==> config.mk <==
export PLATFORM = sky130hd
export DESIGN_NAME = sha256_block_packer
export DESIGN_NICKNAME = d
export VERILOG_FILES = /design/src/rtl/hash_pkg.sv /design/src/rtl/sha256_block_packer_pad_fmt.sv /design/src/rtl/sha256_block_packer.sv
export SDC_FILE = /design/constraint.sdc
export NUM_CORES = 1
export LEC_CHECK = 0
export CAP_MARGIN = 20
export CORE_AREA = 3 3 253 255
export CTS_BUF_LIST = sky130_fd_sc_hd__clkbuf_8
export DETAILED_ROUTE_END_ITERATION = 8
export DIE_AREA = 0 0 256 258
export PLACE_DENSITY = 0.64
export SETUP_SLACK_MARGIN = 0.05
export SYNTH_ARGS = -nofsm -noshare
export SYNTH_HDL_FRONTEND = slang
export SYNTH_SLANG_ARGS = --single-unit
export TNS_END_PERCENT = 100
==> constraint.sdc <==
create_clock -name clk -period 2.34 [get_ports clk]
set_input_delay 0.585 -clock clk [delete_from_list [all_inputs] [get_ports clk]]
set_output_delay 0.585 -clock clk [all_outputs]
set_load 0.01 [all_outputs]
==> src/rtl/hash_pkg.sv <==
// Shared constants, state type and helpers for the SHA-256 block packer.
package hash_pkg;

  localparam int SHA_BLOCK_W = 512;
  localparam int SHA_LEN_W   = 64;

  // 0x80 marker left-aligned in a 64-bit word; narrower beats take the top bits.
  localparam logic [63:0] SHA_PAD_MARKER = 64'h8000_0000_0000_0000;

  typedef enum logic [1:0] {
    FILL,
    EMIT,
    PADBLK
  } packer_state_t;

  // True when a marker in slot 'used' still leaves room for the 64-bit length.
  function automatic logic fits_len(input int unsigned used, input int unsigned width);
    return ((used + 32'd1) * width) <= 32'(SHA_BLOCK_W - SHA_LEN_W);
  endfunction

endpackage

==> src/rtl/sha256_block_packer_pad_fmt.sv <==
// Combinational padding formatter for the SHA-256 block packer.
// Masks unused beat slots, places the 0x80 marker and the bit length, and
// reports what padding is still owed to a follow-on block.
// Build option: HASH_PAD_EN (undefined = raw packing, zero fill only).
module sha256_pad_fmt
  import hash_pkg::*;
#(
  parameter int AXI_WIDTH = 64,
  parameter int IDX_W     = 4
) (
  input  logic [SHA_BLOCK_W-1:0] blk_in,
  input  logic [IDX_W-1:0]       used,
  input  logic [SHA_LEN_W-1:0]   len,
  input  logic                   pad_only,
  input  logic                   marker_pend_in,
  output logic [SHA_BLOCK_W-1:0] blk_out,
  output logic                   last_out,
  output logic                   marker_pend_out,
  output logic                   len_pend_out
);

  localparam int BEATS = SHA_BLOCK_W / AXI_WIDTH;

  logic [SHA_BLOCK_W-1:0] masked;

  // Keep only the slots that hold accepted beats; everything after is zero.
  generate
    for (genvar gi = 0; gi < BEATS; gi++) begin : g_mask
      assign masked[SHA_BLOCK_W-1-gi*AXI_WIDTH -: AXI_WIDTH] =
        (IDX_W'(gi) < used) ? blk_in[SHA_BLOCK_W-1-gi*AXI_WIDTH -: AXI_WIDTH] : '0;
    end
  endgenerate

`ifdef HASH_PAD_EN
  logic                   marker_here;
  logic                   len_here;
  logic [SHA_BLOCK_W-1:0] marked;

  // A padding-only block carries the marker only if it was deferred.
  assign marker_here = pad_only ? marker_pend_in : (used != IDX_W'(BEATS));
  assign len_here    = fits_len(32'(used), 32'(AXI_WIDTH));

  // Drop the marker into the first free slot.
  generate
    for (genvar gi = 0; gi < BEATS; gi++) begin : g_mark
      assign marked[SHA_BLOCK_W-1-gi*AXI_WIDTH -: AXI_WIDTH] =
        (marker_here && (used == IDX_W'(gi))) ? SHA_PAD_MARKER[63 -: AXI_WIDTH]
                                              : masked[SHA_BLOCK_W-1-gi*AXI_WIDTH -: AXI_WIDTH];
    end
  endgenerate

  assign blk_out         = len_here ? {marked[SHA_BLOCK_W-1:SHA_LEN_W], len} : marked;
  assign last_out        = len_here;
  assign marker_pend_out = !len_here && !marker_here;
  assign len_pend_out    = !len_here;
`else
  logic unused_ok;

  assign blk_out         = masked;
  assign last_out        = 1'b1;
  assign marker_pend_out = 1'b0;
  assign len_pend_out    = 1'b0;
  assign unused_ok       = ^{len, pad_only, marker_pend_in};
`endif

endmodule

==> src/rtl/sha256_block_packer.sv <==
// SHA-256 block packer: packs AXI weight beats into 512-bit message blocks
// (first beat most significant) and appends SHA-256 padding after s_last.
// Build option: HASH_PAD_EN (undefined = raw packing, no marker/length).
module sha256_block_packer
  import hash_pkg::*;
#(
  parameter int AXI_WIDTH = 64,
  parameter int LEN_W     = SHA_LEN_W
) (
  input  logic                   clk,
  input  logic                   rstn,
  input  logic [AXI_WIDTH-1:0]   s_data,
  input  logic                   s_valid,
  input  logic                   s_last,
  output logic                   s_ready,
  output logic [SHA_BLOCK_W-1:0] m_block,
  output logic                   m_valid,
  input  logic                   m_ready,
  output logic                   m_first,
  output logic                   m_last,
  output logic [LEN_W-1:0]       msg_bits,
  output logic                   busy
);

  localparam int BEATS = SHA_BLOCK_W / AXI_WIDTH;
  localparam int IDX_W = $clog2(BEATS) + 1;

  packer_state_t          state_reg;
  logic [SHA_BLOCK_W-1:0] blk_reg;
  logic [IDX_W-1:0]       idx_reg;
  logic [LEN_W-1:0]       msg_bits_reg;
  logic                   busy_reg;
  logic                   s_ready_reg;
  logic                   m_valid_reg;
  logic                   m_first_reg;
  logic                   m_last_reg;
  logic                   first_pend_reg;
  logic                   marker_pend_reg;
  logic                   len_pend_reg;

  logic                   accept;
  logic                   pad_only;
  logic                   block_full;
  logic [IDX_W-1:0]       used_next;
  logic [LEN_W-1:0]       bits_next;
  logic [SHA_BLOCK_W-1:0] blk_merged;
  logic [SHA_BLOCK_W-1:0] fmt_blk_in;
  logic [IDX_W-1:0]       fmt_used;
  logic [SHA_LEN_W-1:0]   fmt_len;
  logic [SHA_BLOCK_W-1:0] fmt_blk;
  logic                   fmt_last;
  logic                   fmt_marker_pend;
  logic                   fmt_len_pend;

  // s_ready is only ever high in FILL, so this is the beat handshake.
  assign accept     = s_valid && s_ready_reg;
  assign pad_only   = (state_reg == PADBLK);
  assign used_next  = idx_reg + IDX_W'(1);
  assign block_full = (used_next == IDX_W'(BEATS));
  assign bits_next  = msg_bits_reg + LEN_W'(AXI_WIDTH);

  // Current block with the incoming beat written into its slot.
  generate
    for (genvar gi = 0; gi < BEATS; gi++) begin : g_merge
      assign blk_merged[SHA_BLOCK_W-1-gi*AXI_WIDTH -: AXI_WIDTH] =
        (idx_reg == IDX_W'(gi)) ? s_data : blk_reg[SHA_BLOCK_W-1-gi*AXI_WIDTH -: AXI_WIDTH];
    end
  endgenerate

  // The padding-only block is formatted from an empty block and the final length.
  assign fmt_blk_in = pad_only ? '0 : blk_merged;
  assign fmt_used   = pad_only ? '0 : used_next;
  assign fmt_len    = pad_only ? msg_bits_reg : bits_next;

  sha256_pad_fmt #(
    .AXI_WIDTH (AXI_WIDTH),
    .IDX_W     (IDX_W)
  ) u_pad_fmt (
    .blk_in          (fmt_blk_in),
    .used            (fmt_used),
    .len             (fmt_len),
    .pad_only        (pad_only),
    .marker_pend_in  (marker_pend_reg),
    .blk_out         (fmt_blk),
    .last_out        (fmt_last),
    .marker_pend_out (fmt_marker_pend),
    .len_pend_out    (fmt_len_pend)
  );

  // Packer FSM: fill beats, emit blocks, and add a padding-only block when owed.
  always_ff @(posedge clk or negedge rstn) begin
    if (!rstn) begin
      state_reg       <= FILL;
      blk_reg         <= '0;
      idx_reg         <= '0;
      msg_bits_reg    <= '0;
      busy_reg        <= 1'b0;
      s_ready_reg     <= 1'b0;
      m_valid_reg     <= 1'b0;
      m_first_reg     <= 1'b0;
      m_last_reg      <= 1'b0;
      first_pend_reg  <= 1'b1;
      marker_pend_reg <= 1'b0;
      len_pend_reg    <= 1'b0;
    end else begin
      case (state_reg)
        FILL: begin
          s_ready_reg <= 1'b1;
          if (accept) begin
            blk_reg      <= blk_merged;
            idx_reg      <= used_next;
            msg_bits_reg <= bits_next;
            busy_reg     <= 1'b1;
            if (s_last || block_full) begin
              state_reg      <= EMIT;
              s_ready_reg    <= 1'b0;
              m_valid_reg    <= 1'b1;
              m_first_reg    <= first_pend_reg;
              first_pend_reg <= 1'b0;
              if (s_last) begin
                blk_reg         <= fmt_blk;
                m_last_reg      <= fmt_last;
                marker_pend_reg <= fmt_marker_pend;
                len_pend_reg    <= fmt_len_pend;
              end else begin
                m_last_reg <= 1'b0;
              end
            end
          end
        end

        EMIT: begin
          if (m_ready) begin
            m_valid_reg <= 1'b0;
            m_first_reg <= 1'b0;
`ifdef HASH_PAD_EN
            if (marker_pend_reg || len_pend_reg) begin
              state_reg <= PADBLK;
            end else
`endif
            begin
              state_reg   <= FILL;
              s_ready_reg <= 1'b1;
              idx_reg     <= '0;
              m_last_reg  <= 1'b0;
              if (m_last_reg) begin
                msg_bits_reg   <= '0;
                busy_reg       <= 1'b0;
                first_pend_reg <= 1'b1;
              end
            end
          end
        end

`ifdef HASH_PAD_EN
        PADBLK: begin
          state_reg       <= EMIT;
          blk_reg         <= fmt_blk;
          m_valid_reg     <= 1'b1;
          m_first_reg     <= first_pend_reg;
          first_pend_reg  <= 1'b0;
          m_last_reg      <= fmt_last;
          marker_pend_reg <= fmt_marker_pend;
          len_pend_reg    <= fmt_len_pend;
        end
`endif

        default: begin
          state_reg <= FILL;
        end
      endcase
    end
  end

  assign s_ready  = s_ready_reg;
  assign m_block  = blk_reg;
  assign m_valid  = m_valid_reg;
  assign m_first  = m_first_reg;
  assign m_last   = m_last_reg;
  assign msg_bits = msg_bits_reg;
  assign busy     = busy_reg;

endmodule

==> flow_results.org, run 1 <==
** Synth
- Sequential share of the synthesized area :: 59.6%
- Synthesis handed over a netlist of 2729 instances.
- Averaged over all synthesized cells, the footprint is 8.92 um^2.
- Fraction of registers with async set or reset after synthesis :: 100%
- Most used flip-flop cell after synthesis :: dfrtp_1
- Synthesis inferred 580 register bits.
- Number of library cell types mapped by synthesis :: 51
- During synthesis, Yosys emitted a total of 0 warnings.
- Synthesized cell area :: 24400 um^2
- Number of enable-type register cells in the synthesized netlist :: 0

** Die
- Core Box Area :: 61800 um^2
- In this run the count of I/O pins placed on the die edge is 650.
- Width of the die :: 256 um
- Starting density of the core :: 39.4%
- The die is 258 um tall.
- Area of the die :: 66000 um^2
- Number of standard-cell rows in the floorplan :: 91

** Clock network
- CTS tree :: done
- The tree is rooted in a clkbuf_8.
- Clock net sink count :: 580
- The H-tree was split into 3 levels.
- The number of clock buffers added by TritonCTS is 100.
- In this run the deepest clock path goes through 3 buffers.
- Clock Latency Late Sink :: 0.72 ns
- Clock-pin slew was measured on the worst setup and hold paths at 0.06 ns.

** Setup path
- Cells along the critical path :: clkdlybuf4s50_1
- Reg-to-reg critical path startpoint :: m_valid
- In this run the number of cells on the critical path is 1.
- Critical Path Sink :: m_block[416]
- WP buf/inv :: 1
- The worst register-to-register path ends at msg_bits[63].
- The worst setup path is captured at an output pin.
- Grouping stages by cell kind, the critical path spends the most delay in buffers and inverters.
- Data on the critical path arrives at its endpoint at 1.66 ns.
- In this run the worst path has a maximum fanout of 2.
- The setup check on the worst reg-to-reg path leaves a slack of 0.1 ns.
- Delay of the slowest cell on the worst path :: 0.61 ns
- Crit path kind :: reg2out
- WP data required :: 1.75 ns
- Slowest cell on the critical path :: clkdlybuf4s50_1
- The worst setup path is launched from a flop.
- In this run the worst setup path begins at m_block[416].
- Worst Reg-to-Reg Cells :: 7

** Placed design
- Total placed instance area :: 32600 um^2
- During placement, the flow inserted port buffers numbering 643.
- The wire-length estimate of the detail-placed layout is 72100 um.
- Routability-driven placement finished with a final weighted congestion of 0.922.

** Timing
- Setup repair after global routing could not meet its margin everywhere.
- Static timing analysis puts the maximum clock frequency at 446 MHz.
- The final hold violation count is 0.
- Worst Max-Slew Pin Slew :: 0.612 ns
- In this run the tightest slew margin relative to its limit is 59.1%.
- For the final database, setup skew stands at 0.0353 ns.
- Dividing the final minimum period by the clock period gives 95.9%.
- Final slew viol count :: 0
- Crit path time final :: 2.24 ns
- Number of setup violations in the final report :: 0
- Across all hold checks on the routed design, the worst slack comes to 0.420 ns.

** Route
- Dividing the detail-routed wire length by the instance count gives 24.1 um.
- The final layout contains routed wiring with a total length of 105000 um.
- The final route contains 23230 vias.
- In this run, the number of DRC markers left after iteration 0 of detailed routing was 2205.
- Remaining antenna violation count :: 0
- DRC errors left :: 0
- Length of the first detailed-routing pass in iterations :: 6
- Dividing the detail-routed via count by the number of cells gives 5.36.

** Worst hold path
- The worst hold path belongs to the class in2async.

** Status
- Outcome :: finished clean

** GRT
- Across every metal layer, demand over resource in global routing totals 30.0%.
- Summed over all layers, the global routing overflow is 0.
- Number of antenna violations at the first check in global routing :: 8
- Via count of the first global-routing pass :: 22496
- Entering global routing, the biggest net connects 50 pins.
- The first global-routing pass estimated 150000 um of wire.

** Cells and area
- Layout filler cell count :: 5492
- After routing the design area is 34800 um^2.
- In the final design database the tool counted 3492 nets.
- Share of post-route cells with drive strength above 1 :: 10.8%
- The register with the most flip-flops in the layout has 512 of them.
- Post-synthesis to final-layout area growth :: 43.0%

** Power
- Across the VDD grid, the largest voltage drop is 0.000433 V.
- Power density over the cells :: 1070 nW/um^2
- Summed over all cells, the static leakage comes to 15.9 nW.

** Job
- # Max-Cap Violations :: 0
[placed cells by master (no fill, tap or decap), types with 5 or more instances in the layout]
master           synthesis  final
nand2_1               1074   1066
dfrtp_1                579    568
a21oi_1                540    539
clkdlybuf4s50_1          0    438
dlygate4sd2_1            0    198
clkbuf_8                 0    129
buf_4                   72    119
buf_12                   0     57
inv_1                   14     47
nor2_1                  40     39
o21ai_0                 32     32
nand3_1                 27     27
nand4_1                 18     18
xnor2_1                 18     18
or3_1                   15     15
nor3_1                  19     15
and4_1                  14     14
dfrtp_2                  0     11
clkinv_2                 0     10
or4_1                    8      8
o31ai_1                  7      7
diode_2                  0      6
and3_1                   7      6
nor4_1                   7      6
ha_1                     6      6
conb_1                   1      6
clkbuf_16                0      6
dlymetal6s2s_1           0      6
and2_2                   0      5
xor2_1                   5      5
[what timing repair did]
item                                   4_1_cts  5_1_grt
resized for setup                          209       13
gates cloned                                 0        7
hold buffers                                 1        0
setup buffers                               15        4
endpoints found under the hold margin       32        0
setup endpoints to repair                  209      181
[layout make-up]
type / count / area (um^2) / share of cell area, %
Sequential cell: 580 / 14500 / 41.7
Multi-Input combinational cell: 1894 / 8670 / 24.9
Timing Repair Buffer: 827 / 8410 / 24.2
Clock buffer: 129 / 1780 / 5.10
Tap cell: 837 / 1050 / 3.01
Clock inverter: 51 / 319 / 0.916
Inverter: 14 / 52.6 / 0.151
Antenna cell: 6 / 15.0 / 0.0431
[worst min path at each step]
stage	from	end	slack (ns)
after floorplan	rstn	busy	0.29
after global placement	first_pend_reg	first_pend_reg	0.47
after detailed placement	first_pend_reg	first_pend_reg	0.51
after CTS	rstn	m_block[398]	0.39
after global routing	rstn	m_block[398]	0.43
final	rstn	m_block[398]	0.42
[synth_stat cells (15+ instances only)]
cell type / count / area (um^2)
nor3_1: 19 / 95.1
xnor2_1: 18 / 158
dfrtp_1: 579 / 14500
nand4_1: 18 / 113
clkbuf_1: 115 / 432
a21oi_1: 540 / 2700
buf_4: 72 / 541
buf_2: 45 / 225
nand2_1: 1074 / 4030
nor2_1: 40 / 150
o21ai_0: 32 / 160
nand3_1: 27 / 135
or3_1: 15 / 93.8
[kinds of logic after synthesis]
logic type,share of synthesized area (%)
compound gates,12.6
xor+xnor,0.894
fa+ha+maj,0.308
buf+inv,5.38
flops,59.6
mux,0.164
other cells,0.0154
simple gates,21.0
[metal layers]
metal	GRT usage (%)	up-vias	wire, um
met5	0	-	13
met4	13.5	2	4680
li1	-	10276	-
met2	49.9	1260	50400
met1	36.9	11448	39300
met3	7.95	244	10200
[where the power goes]
group          internal, mW  switching (mW)
clock                  5.19            4.38
combinational          6.14            7.30
sequential             12.7            1.69
[worst reg2reg max path, cell delays in order (launching register included)]
cell	delay, ns
dfrtp_1	0.42
buf_4	0.15
and4_4	0.22
buf_4	0.13
o211ai_1	0.15
or4_1	0.54
o311ai_0	0.36
o41ai_1	0.15
[through the flow]
step           setup TNS, ns  utilization (%)  total power, mW  setup WS (ns)  cells
6_report                   0             56.3             37.4         0.0956   4338
3_3_place_gp          -98.33             52.7             28.1         -0.492   4125
2_1_floorplan              0                -             19.4          0.134   2734
4_1_cts                    0             55.9             37.4         0.0503   4321
3_5_place_dp         -130.09             52.7             28.5         -0.485   4125
5_1_grt                    0             56.3             39.1        0.00511   4337
No activity file was read; power rests on OpenSTA's default activity.
==> inputs of run 2 (changes only) <==
- CTS_CLUSTER_DIAMETER: not set -> 200
==> results of run 2 <==
Same layout as run 1: the final DEF is identical, and so are final timing and power.
